## src/rtl/hazard_unit.sv

```systemverilog
// Hazard detection for the ID stage: load/ALU-to-use stalls, the extra
// stall cycle a load feeding a branch or JALR needs, and branch mispredict
// squash of IF/ID.
module hazard_unit (
   input  logic       clk,
   input  logic       rst,
   input  logic       ID_AttemptBranch,
   input  logic       ID_BranchTaken,
   input  logic       ID_PredictBranchTaken,
   input  logic       ID_IsJALR,
   input  logic       EX_RegWrite,
   input  logic       EX_MemRead,
   input  logic [4:0] EX_Rd,
   input  logic [4:0] ID_Rs1,
   input  logic [4:0] ID_Rs2,
   output logic       ID_Stall,
   output logic       mispredict,
   output logic       flush
);

   logic m1;
   logic m2;
   logic hz_lb;
   logic hz_lj;
   logic hz_lu;
   logic hz_ab;
   logic hz_aj;
   logic stall_ext_q;
   logic stall_ext_d;

   // Register-match and hazard classification; x0 never creates a dependency.
   always_comb begin
      m1    = (EX_Rd == ID_Rs1) && (EX_Rd != 5'd0);
      m2    = (EX_Rd == ID_Rs2) && (EX_Rd != 5'd0);
      // Load result reaches ID comparators two cycles late for branch/JALR.
      hz_lb = EX_MemRead && ID_AttemptBranch && (m1 || m2);
      hz_lj = EX_MemRead && ID_IsJALR && m1;
      hz_lu = EX_MemRead && !ID_AttemptBranch && !ID_IsJALR && (m1 || m2);
      // ALU result can be forwarded into ID after one bubble.
      hz_ab = EX_RegWrite && !EX_MemRead && ID_AttemptBranch && (m1 || m2);
      hz_aj = EX_RegWrite && !EX_MemRead && ID_IsJALR && m1;
   end

   // Extension arms only from an unextended cycle so a 2-cycle stall never
   // re-triggers itself into a third cycle.
   always_comb begin
      stall_ext_d = (hz_lb || hz_lj) && !stall_ext_q;
   end

   // Second-cycle stall extension; reset drops it without waiting for a clock.
   always_ff @(posedge clk or posedge rst) begin
      if (rst) begin
         stall_ext_q <= 1'b0;
      end else begin
         stall_ext_q <= stall_ext_d;
      end
   end

   // Outputs; a stalled branch is not resolved yet, so it cannot flush.
   always_comb begin
      ID_Stall   = hz_lb || hz_lj || hz_lu || hz_ab || hz_aj || stall_ext_q;
      mispredict = ID_AttemptBranch && (ID_BranchTaken != ID_PredictBranchTaken)
                   && !ID_Stall;
      flush      = mispredict;
   end

endmodule

```

## config.mk

```make
export PLATFORM = sky130hd
export DESIGN_NAME = hazard_unit
export DESIGN_NICKNAME = d
export VERILOG_FILES = /design/src/rtl/hazard_unit.sv
export SDC_FILE = /design/constraint.sdc
export NUM_CORES = 1
export LEC_CHECK = 0
export BUFFER_PORTS_ARGS = -buffer_cell sky130_fd_sc_hd__buf_2
export CORE_AREA = 2 2 39 41
export DETAILED_ROUTE_END_ITERATION = 10
export DIE_AREA = 0 0 41 43
export PLACE_DENSITY = 0.46
export SYNTH_ARGS = -nofsm -noshare
export SYNTH_HDL_FRONTEND = slang
export SYNTH_SLANG_ARGS = --single-unit
```

## constraint.sdc

```tcl
create_clock -name clk -period 1.1 [get_ports clk]
set_input_delay 0.11 -clock clk [delete_from_list [all_inputs] [get_ports clk]]
set_output_delay 0.11 -clock clk [all_outputs]
set_load 0.01 [all_outputs]
```

==> results of run 1 <==
-- cell type report --
type | count | area share (%)
Inverter | 2 | 1.16
Multi-Input combinational cell | 29 | 46.9
Sequential cell | 1 | 3.88
Tap cell | 16 | 3.10
Timing Repair Buffer | 39 | 45.0
-- cells in the mapped netlist, drive strengths merged (2+ instances only) --
cell type	n
nand2	2
xnor2	6
a31oi	3
nor2b	2
o21ai	2
inv	2
xor2	4
a21oi	2
-- metrics by stage --
step	hold slack [ns]	util (%)
finish	0.394	46.7
global route	0.414	46.7
CTS	0.400	42.5
detailed placement	-0.0517	33.5
global placement	-0.0531	33.5
floorplan	-0.161	-
-- report_power, final --
| part | leakage, nW | internal [mW] | switching [mW] |
|---|---|---|---|
| Combinational | 0.290 | 0.138 | 0.0934 |
| Sequential | 0.0139 | 0.0384 | 0.000420 |
| Clock | 0 | 0 | 0 |
| Total | 0.303 | 0.176 | 0.0938 |
-- layout by cell type (no fill, tap or decap) --
master and instances:
a21oi_1 1, o21ai_1 1, buf_8 1, xor2_4 1
nand3_1 1, buf_12 1, buf_6 6, dlygate4sd3_1 1
buf_4 11, a31oi_1 1, xnor2_2 4, a21oi_2 1
o21ai_2 1, nand2_1 2, nor2b_1 2, o21a_1 1
xnor2_1 2, nor4_4 1, a2111oi_4 1, inv_1 1
dfrtp_1 1, nand3b_1 1, a31oi_2 2, buf_2 19
nand4_1 1, or2_2 1, xor2_1 3, inv_2 1
or3_1 1
-- cells by family after synthesis --
kind of cell	after synthesis	synth area share, %
XOR/XNOR	10	35.9
AND/OR/NAND/NOR	10	23.6
AO/OA/AOI/OAI	9	24.1
buffers and inverters	3	6.16
flip-flops	1	10.3
-- metal layers --
metal / vias up / track usage, %
met5: - / 0
met4: 0 / 0
met3: 0 / 0.524
met2: 21 / 24.1
met1: 168 / 11.9
li1: 193 / -
-- repair_timing --
action | 4_1_cts | 5_1_grt
setup buffers | 3 | 1
hold buffers | 1 | 0
endpoints found under the setup margin | 4 | 4
resized for setup | 20 | 8
pin swaps | 11 | 8
endpoints found under the hold margin | 1 | 0
-- worst paths after layout --
| kind | from | cells past startpoint | slack [ns] | end |
|---|---|---|---|---|
| worst max-delay path | EX_Rd[2] | 6 | -0.24 | mispredict |
| worst min-delay path | ID_AttemptBranch | 3 | 0.39 | stall_ext_q |
| worst max register to register | stall_ext_q | 4 | 0.19 | stall_ext_q |
| worst min register to register | stall_ext_q | 4 | 0.65 | stall_ext_q |
| max in group asynchronous | rst | 3 | 0.52 | stall_ext_q |
| min in group asynchronous | rst | 3 | 0.49 | stall_ext_q |
-- worst max-delay path: cells and delay by family --
family | cells | cell delay [ns]
compound gates | 3 | 0.70
xor+xnor | 1 | 0.18
buf+inv | 2 | 0.24
==> results.json, run 1 <==
{
  "drive_above_1_share_pct": 71.8,
  "endpoint_kind": "output pin",
  "cp.arrival_ns": 1.23,
  "dieArea_sq_um": 1760,
  "tightest_slew_ns": 0.281,
  "final_antenna_net_count": 0,
  "grt_pass1_wl_um": 1490,
  "final.setup.worst_slack_ns": -0.244,
  "synthCells": 33,
  "stdcell_count": 87,
  "violations": "negative setup slack",
  "synth_area_sq_um": 244,
  "cpPeakStageDelay_ns": 0.34,
  "ios": 26,
  "setup_viol": 4,
  "slew_violations": 0,
  "groute.usage.overall_pct": 11.5,
  "vias": 382,
  "fin_crit_sh_pct": 122,
  "design_area_sq_um": 646,
  "top_register": "stall_ext_q",
  "insertion_delay_ns": 0,
  "synth_area_leaders": "xnor2_1, xor2_1, dfrtp_1",
  "ys_seq_elements": 1,
  "n_antenna_cell": 0,
  "rsz0062_at_grt": "yes",
  "antenna_found_initial": 0,
  "synth.avg_cell_area_sq_um": 7.39,
  "dp_cells": 82,
  "drv_cap": 0,
  "fmax_mhz": 744,
  "hp-class": "in2reg",
  "regArea_sq_um": 25.0,
  "ir_drop_uv": 208,
  "crit_required_ns": 0.99,
  "ys_seq_area_share_pct": 10.3,
  "tns_ns": -0.840,
  "io_buffer_count": 25,
  "netlist.area_leader.share_pct": 21.5,
  "p_leak_nw": 0.303,
  "route.met3.wl_um": 78,
  "largest_reg_flops": 1,
  "std_cell_rows": 14,
  "drt_first_pass_iters": 2,
  "synth_async_sr_flop_share_pct": 100,
  "cp-start-kind": "primary input",
  "drc": 0,
  "multi_input_area_sq_um": 303,
  "yosysUniqueCellTypes": 19,
  "crit_slowest_cell": "a2111oi_4",
  "synth_fp_nets": 56,
  "num-nets-final": 96,
  "core-area_sq_um": 1380,
  "reg_top3": "stall_ext_q (1)",
  "synth_area_leader_cell": "xnor2_1",
  "nFillCells": 138,
  "syn_to_final_growth_pct": 165,
  "grt_overflow_total": 0,
  "ys.flop_type": "dfrtp_1",
  "report.final.hold_viol_count": 0,
  "grt_pass1_vias": 395,
  "wl_per_cell_um": 10.6,
  "slew_headroom_pct": 81.2,
  "path_clk_slew_ns": 0,
  "place_area_sq_um": 464,
  "worst_clock_skew_ns": 0,
  "synth_edf_count": 0,
  "worstSetupPathType": "in2out",
  "status": "complete, but fails checks",
  "fin_crit_ns": 1.34,
  "m1WireLength_um": 307,
  "dp_hpwl_um": 672,
  "p_total_uw": 270,
  "wl_met2_um": 537,
  "die_y_um": 43,
  "initial_utilization_pct": 17.6,
  "critPathMaxFanout": 3,
  "via_per_inst": 4.39,
  "gp_congestion": 0.623,
  "fp.dieW_um": 41,
  "crit_path_cell_trace": "buf_12 > xor2_4 > a2111oi_4 > a31oi_2 > o21a_1 > buf_2",
  "routed_wl_um": 922,
  "grt_max_degree": 5,
  "ys_warn_count": 0,
  "topRoutingLayerUsed": "met3",
  "powerDensity_nw_per_um2": 419,
  "dpl_worst_slack_ns": -0.331,
  "drtIter0Drc": 1
}
No activity file was read; power rests on OpenSTA's default activity.
==> run 2: changes to the inputs <==
Settings changed: PLACE_DENSITY 0.46 to not set, PLACE_DENSITY_LB_ADDON set to 0.2.
==> results.json, run 2 (same netlist as run 1, synthesis figures left out) <==
{
  "grt_pass1_vias": 328,
  "largest_reg_flops": 1,
  "initial_utilization_pct": 17.6,
  "drv_cap": 0,
  "io_buffer_count": 25,
  "holdWs_ns": 0.380,
  "met2_usage_pct": 16.9,
  "slew_violations": 0,
  "rsz0062_at_grt": "yes",
  "post_cts_buffers": 0,
  "rr_startpoint": "stall_ext_q",
  "antenna_found_initial": 0,
  "stdcell_count": 83,
  "routed_wl_um": 775,
  "dp_hpwl_um": 694,
  "via_per_inst": 4.31,
  "crit_start": "EX_Rd[1]",
  "grt_pass1_wl_um": 1120,
  "layout_commonest_cell": "buf_2",
  "crit_path_cell_trace": "buf_4 > nor4_4 > or3_1 > a21oi_2 > buf_4 > a31oi_4 > o21ai_1 > buf_2",
  "hold_end": "stall_ext_q",
  "drt_first_pass_iters": 4,
  "drive_above_1_share_pct": 61.2,
  "num-nets-final": 92,
  "worst_clock_skew_ns": 0,
  "insertion_delay_ns": 0,
  "core-area_sq_um": 1380,
  "violations": "negative setup slack",
  "cp-start-kind": "primary input",
  "crit_required_ns": 0.99,
  "gp_congestion": 0.620,
  "endpoint_kind": "output pin",
  "fp.dieW_um": 41,
  "drtIter0Drc": 4,
  "final_cell_mix": "buf_2, buf_4, xnor2_1",
  "cp.arrival_ns": 1.23,
  "grt.busiest_layer": "met2",
  "die_y_um": 43,
  "grt_use_met3_pct": 1.05,
  "fin_crit_ns": 1.34,
  "dieArea_sq_um": 1760,
  "p_leak_nw": 0.253,
  "cpPeakStageDelay_ns": 0.35,
  "final.setup.worst_slack_ns": -0.242,
  "tightest_slew_ns": 0.307,
  "grt_overflow_total": 0,
  "r2r_slack_ns": 0.20,
  "report.final.hold_viol_count": 0,
  "setup_viol": 4,
  "hp-class": "in2reg",
  "fmax_mhz": 745,
  "slew_headroom_pct": 79.5,
  "r2r_end": "stall_ext_q",
  "holdPathStages": 3,
  "reg_top3": "stall_ext_q (1)",
  "fin_crit_sh_pct": 122,
  "n_antenna_cell": 0,
  "critPathMaxFanout": 3,
  "ios": 26,
  "worstHoldStart": "ID_AttemptBranch",
  "drc": 0,
  "rr_worst_depth": 4,
  "worstSetupPathType": "in2out",
  "wl_per_cell_um": 9.34,
  "std_cell_rows": 14,
  "top_register": "stall_ext_q",
  "dp_cells": 82,
  "crit_slowest_cell": "or3_1",
  "grt_use_met1_pct": 8.89,
  "ir_drop_uv": 171,
  "syn_to_final_growth_pct": 119,
  "path_clk_slew_ns": 0,
  "grt_max_degree": 5,
  "vias": 358,
  "final_antenna_net_count": 0,
  "status": "complete, but fails checks",
  "groute.usage.overall_pct": 8.40,
  "dpl_worst_slack_ns": -0.335,
  "critPathMostFrequentCell": "buf_4",
  "powerDensity_nw_per_um2": 415
}
run 2: worst max path at each step:
stage                       to  slack [ns]
floorplan           mispredict       -0.14
global placement         flush       -0.31
detailed placement       flush       -0.34
CTS                      flush       -0.29
global route             flush       -0.39
finish                ID_Stall       -0.24
run 2: layer usage:
layer | part of all wire, % | up-vias
li1 | - | 186
met1 | 34 | 146
met2 | 49 | 26
met3 | 17 | 0
met4 | 0 | 0
met5 | 0 | -
run 2: power by group:
part	total, mW	leakage [nW]	internal [mW]	switching (mW)
combinational	0.183	0.239	0.106	0.0769
clock	0	0	0	0
sequential	0.0387	0.0139	0.0384	0.000367
total	0.222	0.253	0.145	0.0773
run 2: through the flow:
stage               total power [mW]  instance area (sq um)  TNS [ns]  util [%]
detailed placement             0.195                    464     -1.14      33.5
CTS                            0.213                    503    -0.940      36.3
global route                   0.240                    534     -1.30      38.6
global placement               0.196                    464     -1.05      33.5
floorplan                      0.109                    263    -0.145         -
finish                         0.222                    534    -0.819      38.6
run 2: what timing repair did:
item                                    CTS  global route
gates resized for setup                   8             5
hold buffers                              1             0
pin swaps                                 6             5
hold endpoints to repair                  1             0
endpoints found under the setup margin    4             4
run 2: area by class of cell:
type	instances	area [sq um]
Tap cell	16	20.0
Multi-Input combinational cell	29	254
Inverter	2	7.51
Sequential cell	1	25.0
Timing Repair Buffer	35	228
Fill cell	142	850
run 2: worst max-delay path: cells and delay by family:
family / cells / cell delay (ns)
and+or+nand+nor: 2 / 0.39
buffers and inverters: 3 / 0.41
AOI/OAI and AO/OA: 3 / 0.32
